<file path="src/rtl/abs_sat_scheduler_pkg.sv">
// Shared constants and types for the abs_sat_scheduler slice: FSM encoding,
// default geometry and the clipped-result counter ceiling.
package abs_sat_pkg;

  localparam int DEF_NUM_REQ = 4;
  localparam int DEF_DATA_W  = 8;
  localparam int DEF_ID_W    = 2;

  localparam logic [1:0] S_IDLE    = 2'd0;
  localparam logic [1:0] S_COMPUTE = 2'd1;
  localparam logic [1:0] S_OUTPUT  = 2'd2;

  localparam logic [7:0] SAT_CNT_MAX = 8'hFF;

  typedef enum logic [1:0] {
    ST_IDLE    = S_IDLE,
    ST_COMPUTE = S_COMPUTE,
    ST_OUTPUT  = S_OUTPUT
  } state_e;

endpackage

</file>
<file path="src/rtl/abs_sat_scheduler_if.sv">
// Requester and result handshake bundle. The master side offers operands and
// consumes results; the scheduler sits on the slave side.
interface abs_sat_scheduler_if
  import abs_sat_pkg::*;
#(
  parameter int NUM_REQ = DEF_NUM_REQ,
  parameter int DATA_W  = DEF_DATA_W,
  parameter int ID_W    = DEF_ID_W
);

  logic [NUM_REQ-1:0]        req_valid;
  logic [NUM_REQ*DATA_W-1:0] req_data;
  logic [NUM_REQ-1:0]        req_ready;
  logic                      res_valid;
  logic                      res_ready;
  logic [DATA_W-2:0]         res_data;
  logic [ID_W-1:0]           res_id;
  logic                      res_sat;

  modport master (
    output req_valid, req_data, res_ready,
    input  req_ready, res_valid, res_data, res_id, res_sat
  );

  modport slave (
    input  req_valid, req_data, res_ready,
    output req_ready, res_valid, res_data, res_id, res_sat
  );

endinterface

</file>
<file path="src/rtl/abs_sat_scheduler_rr_grant.sv">
// Purely combinational round-robin pick: the lowest requesting index at or
// above ptr wins; if none, the lowest requesting index overall wraps around.
module rr_grant #(
  parameter int N     = 4,
  parameter int IDX_W = 2
) (
  input  logic [N-1:0]     req,
  input  logic [IDX_W-1:0] ptr,
  output logic [IDX_W-1:0] grant,
  output logic             any_valid
);

  logic [IDX_W-1:0] hi_idx;
  logic [IDX_W-1:0] lo_idx;
  logic             found_hi;
  logic             found_lo;

  always_comb begin
    hi_idx   = '0;
    lo_idx   = '0;
    found_hi = 1'b0;
    found_lo = 1'b0;
    // Scan downward so the smallest qualifying index is the last one written.
    for (int i = N - 1; i >= 0; i--) begin
      if (req[i]) begin
        lo_idx   = IDX_W'(i);
        found_lo = 1'b1;
        if (IDX_W'(i) >= ptr) begin
          hi_idx   = IDX_W'(i);
          found_hi = 1'b1;
        end
      end
    end
  end

  always_comb begin
    grant     = found_hi ? hi_idx : lo_idx;
    any_valid = found_lo;
  end

endmodule

</file>
<file path="src/rtl/abs_saturation.sv">
// Combinational magnitude of a signed operand, clipped to DATA_W-1 bits.
// Only the most negative operand overflows; it maps to all-ones with sat set.
module abs_saturation #(
  parameter int DATA_W = 8
) (
  input  logic [DATA_W-1:0] op,
  output logic [DATA_W-2:0] mag,
  output logic              sat
);

  localparam logic [DATA_W-1:0] MOST_NEG = {1'b1, {(DATA_W-1){1'b0}}};

  logic [DATA_W-1:0] neg;

  always_comb begin
    // NOTE: every output of a combinational block gets a default first, so no
    // path through the if/case can leave it unassigned and infer a latch.
    neg = '0;
    mag = '0;
    sat = 1'b0;
    neg = -op;
    sat = (op == MOST_NEG);
    if (sat) begin
      mag = '1;
    end else if (op[DATA_W-1]) begin
      mag = neg[DATA_W-2:0];
    end else begin
      mag = op[DATA_W-2:0];
    end
  end

endmodule

</file>
<file path="src/rtl/abs_sat_scheduler.sv">
// Round-robin scheduler sharing one abs_saturation unit between NUM_REQ
// requesters; IDLE -> COMPUTE -> OUTPUT, one result in flight at a time.
module abs_sat_scheduler
  import abs_sat_pkg::*;
#(
  parameter int NUM_REQ = DEF_NUM_REQ,
  parameter int DATA_W  = DEF_DATA_W,
  parameter int ID_W    = DEF_ID_W
) (
  input  logic                 clk,
  input  logic                 reset,
  abs_sat_scheduler_if.slave   bus,
  output logic [7:0]           sat_count,
  output logic                 busy
);

  state_e            state_q, state_d;
  logic [ID_W-1:0]   rr_ptr_q, rr_ptr_d;
  logic [DATA_W-1:0] op_q, op_d;
  logic [ID_W-1:0]   id_q, id_d;
  logic [DATA_W-2:0] res_data_q, res_data_d;
  logic [ID_W-1:0]   res_id_q, res_id_d;
  logic              res_sat_q, res_sat_d;
  logic [7:0]        sat_count_q, sat_count_d;

  logic [ID_W-1:0]   grant;
  logic              any_valid;
  logic [DATA_W-2:0] abs_mag;
  logic              abs_sat;
  logic [NUM_REQ-1:0] req_ready;
  logic              res_valid;

  rr_grant #(
    .N     (NUM_REQ),
    .IDX_W (ID_W)
  ) u_rr_grant (
    .req       (bus.req_valid),
    .ptr       (rr_ptr_q),
    .grant     (grant),
    .any_valid (any_valid)
  );

  abs_saturation #(
    .DATA_W (DATA_W)
  ) u_abs_saturation (
    .op  (op_q),
    .mag (abs_mag),
    .sat (abs_sat)
  );

  // State register: synchronous active-low reset discards any in-flight work.
  always_ff @(posedge clk) begin
    // NOTE: sequential state uses non-blocking assignments so every flop
    // samples the pre-edge value of every other flop, independent of order.
    if (!reset) begin
      state_q     <= ST_IDLE;
      rr_ptr_q    <= '0;
      op_q        <= '0;
      id_q        <= '0;
      res_data_q  <= '0;
      res_id_q    <= '0;
      res_sat_q   <= 1'b0;
      sat_count_q <= '0;
    end else begin
      state_q     <= state_d;
      rr_ptr_q    <= rr_ptr_d;
      op_q        <= op_d;
      id_q        <= id_d;
      res_data_q  <= res_data_d;
      res_id_q    <= res_id_d;
      res_sat_q   <= res_sat_d;
      sat_count_q <= sat_count_d;
    end
  end

  // Next-state and datapath update.
  always_comb begin
    state_d     = state_q;
    rr_ptr_d    = rr_ptr_q;
    op_d        = op_q;
    id_d        = id_q;
    res_data_d  = res_data_q;
    res_id_d    = res_id_q;
    res_sat_d   = res_sat_q;
    sat_count_d = sat_count_q;

    case (state_q)
      ST_IDLE: begin
        if (any_valid) begin
          for (int i = 0; i < NUM_REQ; i++) begin
            if (grant == ID_W'(i)) begin
              op_d = bus.req_data[i*DATA_W +: DATA_W];
            end
          end
          id_d     = grant;
          rr_ptr_d = (grant == ID_W'(NUM_REQ - 1)) ? '0 : grant + 1'b1;
          state_d  = ST_COMPUTE;
        end
      end
      ST_COMPUTE: begin
        res_data_d = abs_mag;
        res_sat_d  = abs_sat;
        res_id_d   = id_q;
        state_d    = ST_OUTPUT;
      end
      ST_OUTPUT: begin
        if (bus.res_ready) begin
          state_d = ST_IDLE;
          if (res_sat_q && (sat_count_q != SAT_CNT_MAX)) begin
            sat_count_d = sat_count_q + 8'd1;
          end
        end
      end
      default: begin
        state_d = ST_IDLE;
      end
    endcase
  end

  // Outputs. req_ready is masked while reset is held so no requester sees an
  // accept strobe that the reset edge is about to discard.
  always_comb begin
    req_ready = '0;
    res_valid = (state_q == ST_OUTPUT);
    busy      = (state_q != ST_IDLE);
    for (int i = 0; i < NUM_REQ; i++) begin
      req_ready[i] = reset && (state_q == ST_IDLE) && any_valid && (grant == ID_W'(i));
    end
  end

  assign bus.req_ready = req_ready;
  assign bus.res_valid = res_valid;
  assign bus.res_data  = res_data_q;
  assign bus.res_id    = res_id_q;
  assign bus.res_sat   = res_sat_q;
  assign sat_count     = sat_count_q;

endmodule

</file>
<file path="src/flat_wrapper.sv">
// flat-port wrapper written by rule: the top's interface ports become plain ports
module abs_sat_scheduler_flat import abs_sat_pkg::*;
#(
  parameter int NUM_REQ = DEF_NUM_REQ,
  parameter int DATA_W  = DEF_DATA_W,
  parameter int ID_W    = DEF_ID_W
)
  (clk, reset, sat_count, busy, bus_req_valid, bus_req_data, bus_res_ready, bus_req_ready, bus_res_valid, bus_res_data, bus_res_id, bus_res_sat);
  abs_sat_scheduler_if #(.NUM_REQ(NUM_REQ), .DATA_W(DATA_W), .ID_W(ID_W)) bus_i ();
  input  logic clk;
  input  logic reset;
  output logic [7:0] sat_count;
  output logic busy;
  input wire logic [$bits(bus_i.req_valid)-1:0] bus_req_valid;
  input wire logic [$bits(bus_i.req_data)-1:0] bus_req_data;
  input wire logic [$bits(bus_i.res_ready)-1:0] bus_res_ready;
  output wire logic [$bits(bus_i.req_ready)-1:0] bus_req_ready;
  output wire logic [$bits(bus_i.res_valid)-1:0] bus_res_valid;
  output wire logic [$bits(bus_i.res_data)-1:0] bus_res_data;
  output wire logic [$bits(bus_i.res_id)-1:0] bus_res_id;
  output wire logic [$bits(bus_i.res_sat)-1:0] bus_res_sat;
  assign bus_i.req_valid = bus_req_valid;
  assign bus_i.req_data = bus_req_data;
  assign bus_i.res_ready = bus_res_ready;
  assign bus_req_ready = bus_i.req_ready;
  assign bus_res_valid = bus_i.res_valid;
  assign bus_res_data = bus_i.res_data;
  assign bus_res_id = bus_i.res_id;
  assign bus_res_sat = bus_i.res_sat;
  abs_sat_scheduler #(.NUM_REQ(NUM_REQ), .DATA_W(DATA_W), .ID_W(ID_W)) u_core (.clk(clk), .reset(reset), .bus(bus_i), .sat_count(sat_count), .busy(busy));
endmodule
</file>
<file path="config.mk">
export PLATFORM = sky130hd
export DESIGN_NAME = abs_sat_scheduler_flat
export DESIGN_NICKNAME = d
export VERILOG_FILES = /design/src/rtl/abs_sat_scheduler_pkg.sv /design/src/rtl/abs_sat_scheduler_if.sv /design/src/rtl/abs_sat_scheduler_rr_grant.sv /design/src/rtl/abs_saturation.sv /design/src/rtl/abs_sat_scheduler.sv /design/src/flat_wrapper.sv
export SDC_FILE = /design/constraint.sdc
export NUM_CORES = 1
export LEC_CHECK = 0
export BUFFER_PORTS_ARGS = -buffer_cell sky130_fd_sc_hd__buf_2
export CAP_MARGIN = 40
export CELL_PAD_IN_SITES_DETAIL_PLACEMENT = 1
export CELL_PAD_IN_SITES_GLOBAL_PLACEMENT = 1
export CORE_AREA = 4 4 76 78
export DETAILED_ROUTE_END_ITERATION = 7
export DIE_AREA = 0 0 80 82
export MAX_ROUTING_LAYER = met4
export PLACE_DENSITY_LB_ADDON = 0.1
export SYNTH_ARGS = -nofsm -noshare
export SYNTH_HDL_FRONTEND = slang
export SYNTH_SLANG_ARGS = --single-unit
export TNS_END_PERCENT = 100
</file>
<file path="constraint.sdc">
create_clock -name clk -period 2.47 [get_ports clk]
set_clock_uncertainty 0.05 [all_clocks]
set_input_delay 0.247 -clock clk [delete_from_list [all_inputs] [get_ports clk]]
set_output_delay 0.247 -clock clk [all_outputs]
set_load 0.01 [all_outputs]
</file>
# After elaboration in Yosys (flattened, before gate mapping)
# Index checks and enable logic that the tools add are counted.
# word_totals
reg_bits,32
latch_bits,0
ram_bits,0
rom_bits,0
inputBits,39
output_inout_bits,24
word_cells,74
n_memories,0
# op_classes
add_sub_neg,3
multipliers,0
n_div,0
order_cmp,4
eq_ne,9
shifts,0
muxes,35
bitwise,0
reduce_logical,15
# op_table
operator,n
2-bit 2-to-1 mux,16
8-bit 2-to-1 mux,4
7-bit 2-to-1 mux,2
1-bit 2-to-1 mux,12
"8-bit by 1-bit adder with 8-bit output, second input constant",1
"8-bit equality test, second input constant",1
"8-bit inequality test, second input constant",1
1-bit logical AND,7
7-bit negation,1
"2-bit equality test, second input constant",3
2-bit case mux with 3 select lines,1
3-bit AND reduction,2
"2-bit by 1-bit equality test with 1-bit output, second input constant",2
"1-bit by 2-bit greater-or-equal comparator with 1-bit output, first input constant",2
"2-bit greater-or-equal comparator, first input constant",2
2-bit logical NOT,2
2-bit AND reduction,2
4-bit nonzero test,1
"2-bit by 1-bit adder with 2-bit output, second input constant",1
"2-bit by 1-bit inequality test with 1-bit output, second input constant",1
"2-bit inequality test, second input constant",1
2-bit nonzero test,1

# Depth between registers and ports, before layout
# depth
depth_word,15
depth_mapped,11
mapped_depth_nobuf,9

# Cells and area by module
# A second synthesis with hierarchy kept.
# unflattened
cells_unflattened,241
area_unflattened_um2,1941.9
# modules_own_cells
mod,n_inst,cells_each,area_each_um2,seq_area_each_um2
abs_sat_scheduler,1,193,1671.6,640.6
abs_saturation,1,34,196.4,0.0
rr_grant,1,14,73.8,0.0

# Worst setup path before layout
# No wires, ideal clock.
# synth_timing
path_type,register -> register
from,register u_core.rr_ptr_q[0]
to,register u_core.op_q[0]
arrival_time_ns,1.814
t_required_ns,2.350
slack_ns,0.536
path_stages_with_launch,11
path_buffers,2
synth_period_minus_slack_ns,1.934
cell_sequence,dfxtp_1 -> nor2b_1 -> or2_2 -> o22ai_1 -> inv_1 -> ha_1 -> clkbuf_1 -> clkbuf_1 -> o21ai_0 -> mux2i_1 -> a21oi_1
# synth_between
elab_chain_len,14
word_cells_on_any_way,30
cone_classes,order compare: 4; eq/ne: 3; mux: 20; reduce/logical: 3
# synth_lines
item,line,rtl
"start, declared",abs_sat_scheduler.sv:18,"logic [ID_W-1:0] rr_ptr_q, rr_ptr_d;"
"start signal, assigned",abs_sat_scheduler.sv:66,rr_ptr_q <= rr_ptr_d;
2-bit greater-or-equal comparator,abs_sat_scheduler_rr_grant.sv:28,if (IDX_W'(i) >= ptr) begin
2-bit 2-to-1 mux / 1-bit 2-to-1 mux (equally long branches),abs_sat_scheduler_rr_grant.sv:28,
2-bit 2-to-1 mux / 1-bit 2-to-1 mux (equally long branches),abs_sat_scheduler_rr_grant.sv:25,if (req[i]) begin
2-bit 2-to-1 mux / 1-bit 2-to-1 mux (equally long branches),abs_sat_scheduler_rr_grant.sv:28,
2-bit 2-to-1 mux / 1-bit 2-to-1 mux (equally long branches),abs_sat_scheduler_rr_grant.sv:25,
2-bit 2-to-1 mux / 1-bit 2-to-1 mux (equally long branches),abs_sat_scheduler_rr_grant.sv:28,
2-bit 2-to-1 mux / 1-bit 2-to-1 mux (equally long branches),abs_sat_scheduler_rr_grant.sv:25,
2-bit 2-to-1 mux / 1-bit 2-to-1 mux (equally long branches),abs_sat_scheduler_rr_grant.sv:28,
2-bit 2-to-1 mux / 1-bit 2-to-1 mux (equally long branches),abs_sat_scheduler_rr_grant.sv:25,
2-bit 2-to-1 mux (*),abs_sat_scheduler_rr_grant.sv:37,grant = found_hi ? hi_idx : lo_idx;
via u_core.grant[1],abs_sat_scheduler.sv:26,logic [ID_W-1:0] grant;
2-bit by 1-bit equality test with 1-bit output,abs_sat_scheduler.sv:91,if (grant == ID_W'(i)) begin
8-bit 2-to-1 mux (3 in a row),abs_sat_scheduler.sv:91,
"end signal, assigned",abs_sat_scheduler.sv:67,op_q <= op_d;
"end, declared",abs_sat_scheduler.sv:19,"logic [DATA_W-1:0] op_q, op_d;"
# Mark *: on every way through the listed nets, which the timed path passes. The rest lies on a longest branch.
# A chain may end at the register's enable or synchronous reset.

# Worst setup path after layout
# layout_timing
from,register u_core.rr_ptr_q[0]
to,output bus_req_ready[3]
# layout_between
elab_chain_len,12
word_cells_on_any_way,23
cone_classes,order compare: 4; eq/ne: 1; mux: 17; reduce/logical: 1
# layout_lines
item,line,rtl
2-bit greater-or-equal comparator,abs_sat_scheduler_rr_grant.sv:28,
2-bit 2-to-1 mux / 1-bit 2-to-1 mux (equally long branches),abs_sat_scheduler_rr_grant.sv:28,
2-bit 2-to-1 mux / 1-bit 2-to-1 mux (equally long branches),abs_sat_scheduler_rr_grant.sv:25,
2-bit 2-to-1 mux / 1-bit 2-to-1 mux (equally long branches),abs_sat_scheduler_rr_grant.sv:28,
2-bit 2-to-1 mux / 1-bit 2-to-1 mux (equally long branches),abs_sat_scheduler_rr_grant.sv:25,
2-bit 2-to-1 mux / 1-bit 2-to-1 mux (equally long branches),abs_sat_scheduler_rr_grant.sv:28,
2-bit 2-to-1 mux / 1-bit 2-to-1 mux (equally long branches),abs_sat_scheduler_rr_grant.sv:25,
2-bit 2-to-1 mux / 1-bit 2-to-1 mux (equally long branches),abs_sat_scheduler_rr_grant.sv:28,
2-bit 2-to-1 mux / 1-bit 2-to-1 mux (equally long branches),abs_sat_scheduler_rr_grant.sv:25,
2-bit 2-to-1 mux (*),abs_sat_scheduler_rr_grant.sv:37,
via u_core.grant[1],abs_sat_scheduler.sv:26,
2-bit equality test (*),abs_sat_scheduler.sv:127,req_ready[i] = reset && (state_q == ST_IDLE) && any_valid && (grant == ID_W'(i));
1-bit logical AND (*),abs_sat_scheduler.sv:127,
"end, declared",flat_wrapper.sv:17,output wire logic [$bits(bus_i.req_ready)-1:0] bus_req_ready;
# Marked as above.

==> impl_metrics.py <==
metrics = {
    "worst_setup_path": {
        "crit_slowest_cell": "dfxtp_1",
        "worst_ep_required_time_ps": 2170,
        "slowest_delay_ps": 360,
        "worstPathArrival_ps": 1930,
        "worst_r2r_endpoint": "u_core.op_q[2]$_SDFFE_PN0P_",
        "reg2reg_depth": 9,
        "critPathMaxFanout": 9,
        "crit_buf_inv": 2,
        "r2r_setup_slack_ps": 430,
        "dominant_delay_contributor_by_cell_family_on_the_critical_path": "simple AND/OR/NAND/NOR gates",
        "rr_startpoint": "u_core.rr_ptr_q[0]$_SDFFE_PN0P_",
        "worst_setup_path_end_kind": "output port",
        "crit_path_start_kind": "flop",
        "path_cells": "nor2b_1, or2_2, o22ai_1, inv_1, ha_2, and2_1, buf_2",
        "classification_of_the_worst_setup_path": "reg -> out",
    },
    "placed_design": {
        "place_area_mm2": 0.00211,
        "io_buffers": 62,
        "half_perimeter_wire_length_of_the_detailed_placement_result_mm": 3.38,
        "gp_congestion": 0.714,
        "dpl_worst_slack_ps": 287,
    },
    "sta": {
        "relSlewSlack_pct": 55.4,
        "period_minus_slack_ps": 2230,
        "setup_tns_ps": 0,
        "rsz_0062_raised_after_global_routing": "false",
        "max_clock_freq_mhz": 449,
        "report.final.slew_viol_count": 0,
        "max_slew.worst_pin.slew_ps": 664,
        "report.final.setup_viol": 0,
        "timing.final.crit_share_pct": 90.2,
        "timing_hold_violations_final": 0,
        "final.setup.worst_slack_ps": 242,
    },
    "clock_network": {
        "worst_skew_pair.late_latency_ps": 270,
        "number_of_sinks_on_the_clock_net": 32,
        "clock_tree.root_cell": "clkbuf_8",
        "cts_made_buffers": 5,
        "clock_path_buffers": 2,
        "cts_htree_levels": 2,
        "clk_pin_slew_ps": 60,
        "cts_tree": "built",
        "holdBufCountCts": 0,
    },
    "route": {
        "dr.pass1.iters": 4,
        "ratio_of_routed_vias_to_standard_cells": 4.93,
        "drtAntennaViolNets": 0,
        "avgRoutedWirePerCell_um": 13.0,
        "dr_total_vias": 1662,
        "drc_errors": 0,
        "initialDrtViolationCount": 61,
        "routed_wirelength_mm": 4.39,
    },
    "yosys": {
        "netlist_instances": 207,
        "synth.yosys.warnings": 0,
        "synth.top_cells.by_area": "dfxtp_1, mux2i_1, o21ai_0",
        "synth.largest_area_cell": "dfxtp_1",
        "yosys.area.top_type_share_pct": 37.1,
        "synth.ff_latch_count": 32,
        "post_synth_num_cell_types": 39,
        "portion_of_the_post_synthesis_area_used_by_sequential_elements_pct": 37.1,
        "syn-mean-instance-area_um2": 8.34,
        "synthesis.nets": 252,
        "post_synth_instance_area_mm2": 0.00173,
    },
    "global_routing": {
        "antenna_violations_before_repair": 0,
        "grt_remaining_overflow": 0,
        "grt_util_all_layers_pct": 14.7,
        "number_of_global_route_vias_before_repair": 1614,
        "largest_net_degree_at_the_start_of_global_routing": 21,
        "wire_length_of_the_first_global_routing_pass_mm": 7.43,
    },
    "floorplan": {
        "core-area_mm2": 0.00507,
        "initial_core_util_pct": 34.0,
        "die_area_mm2": 0.00656,
        "boundaryPins": 63,
        "floorplan.rows": 26,
        "die_width_um": 80,
        "die_height_um": 82,
    },
    "power_and_ir_drop": {
        "maximum_vdd_ir_drop_mv": 0.227,
        "power.density_mw_per_mm2": 646,
        "static-leakage-power_nw": 0.979,
    },
    "hold_path": {
        "hold_end": "u_core.op_q[0]$_SDFFE_PN0P_",
        "holdPathStages": 3,
        "hold_start": "bus_req_data[24]",
        "min-delay-path-class": "in -> reg",
    },
    "cells_and_area": {
        "drive_above_1_share_pct": 29.2,
        "flow.area_growth_from_synthesis_pct": 26.4,
        "final_cell_area_mm2": 0.00218,
        "net_count_of_the_finished_layout": 314,
        "diodes": 0,
    },
    "flow_run": {
        "maxCapViolCount": 0,
    },
    "status": {
        "status": "completed",
    },
}
[registers in the layout (all words and copies together) (netlist names)]
name,flops
u_core.rr_ptr_q,2
u_core.state_q,2
u_core.bus.res_sat,1
u_core.sat_count,8
u_core.bus.res_id,2
u_core.id_q,2
u_core.bus.res_data,7
u_core.op_q,8
[synth_stat cells]
library cell,number
dfxtp_1,32
o21ai_0,29
a21oi_1,21
mux2i_1,20
nand2_1,20
nor2_1,11
clkbuf_1,7
inv_1,7
ha_1,6
nor2b_1,6
and2_1,4
xor2_1,4
buf_2,3
nand2b_1,3
nand3_1,3
nor4_1,3
xnor2_1,3
a31oi_1,2
nor3_1,2
or4_1,2
a211oi_1,1
a21boi_0,1
a21o_1,1
and2b_1,1
and3_1,1
and4_4,1
buf_1,1
nand4b_4,1
nor3_2,1
o211ai_1,1
o221a_2,1
o221ai_1,1
o22ai_1,1
o2bb2ai_1,1
o31ai_1,1
or2_1,1
or2_2,1
or3_1,1
or3b_1,1
[timing repair]
action	CTS	global route
buffers inserted	0	0
setup endpoints to repair	0	1
resized for setup	0	2
[worst reg2reg max path, delay by kind of cell, from the launching register on]
| kind | cells | cell delay, ps |
|---|---|---|
| mux | 2 | 370 |
| buf+inv | 1 | 190 |
| simple gates | 2 | 340 |
| compound gates | 3 | 410 |
| flops | 1 | 360 |
| fa+ha+maj | 1 | 200 |
[cell usage in the layout, fill, tap and decap left out, drive strengths merged, types with 4 or more instances in the layout]
master,synthesis,final
a21oi,21,21
and2,4,4
buf,4,66
clkbuf,7,5
dfxtp,32,32
ha,6,6
inv,7,7
mux2i,20,20
nand2,20,20
nor2,11,11
nor2b,6,6
o21ai,29,29
xor2,4,4
[per-layer routing]
| layer | up-vias | track usage (%) | wire length [um] |
|---|---|---|---|
| met4 | 0 | 6.08 | 76 |
| met1 | 743 | 19.4 | 2250 |
| met2 | 60 | 21.6 | 1770 |
| li1 | 853 | - | - |
| met5 | - | - | 0 |
| met3 | 6 | 3.29 | 287 |
[metrics by stage]
stage,power [mW],instances,utilization [%],hold slack [ps]
4_1_cts,1.43,337,42.9,207
6_report,1.41,337,43.0,216
3_5_place_dp,1.08,332,41.6,405
5_1_grt,1.52,337,43.0,239
3_3_place_gp,1.07,332,41.6,399
2_1_floorplan,0.937,207,-,378
[cell type report]
cell class,count,area (um2)
clock buffers,5,68.8
fillers,642,2890
inverters,7,26.3
multi-input cells,157,1020
flip-flops and latches,32,641
well taps,70,87.6
repair buffers,66,340
[how the worst max path moves through the flow]
stage          depth (start not counted)                            start  slack (ps)                     endpoint
2_1_floorplan                         10  u_core.rr_ptr_q[0]$_SDFFE_PN0P_         540  u_core.op_q[0]$_SDFFE_PN0P_
3_3_place_gp                           8                 bus_req_valid[1]         360             bus_req_ready[3]
3_5_place_dp                           9                 bus_req_valid[1]         290  u_core.op_q[5]$_SDFFE_PN0P_
4_1_cts                                7  u_core.rr_ptr_q[0]$_SDFFE_PN0P_          90             bus_req_ready[2]
5_1_grt                                7  u_core.rr_ptr_q[0]$_SDFFE_PN0P_         130             bus_req_ready[2]
6_report                               7  u_core.rr_ptr_q[0]$_SDFFE_PN0P_         240             bus_req_ready[3]
[where the power goes]
part,switching [mW],internal [mW],leakage [nW]
Combinational,0.232,0.200,0.680
Clock,0.164,0.181,0.0359
Sequential,0.0565,0.576,0.263
Total,0.452,0.957,0.979
[cell families (layout without fill, tap and decap cells)]
family / Yosys count / after routing / share of synthesized area [%]
AO/OA/AOI/OAI: 61 / 61 / 19.4
multiplexers: 20 / 20 / 11.6
buffers and inverters: 18 / 78 / 4.13
XOR/XNOR: 7 / 7 / 3.55
adder cells (fa/ha/maj): 6 / 6 / 4.35
AND/OR/NAND/NOR: 63 / 63 / 19.9
flip-flops: 32 / 32 / 37.1
No activity file was read; power rests on OpenSTA's default activity.
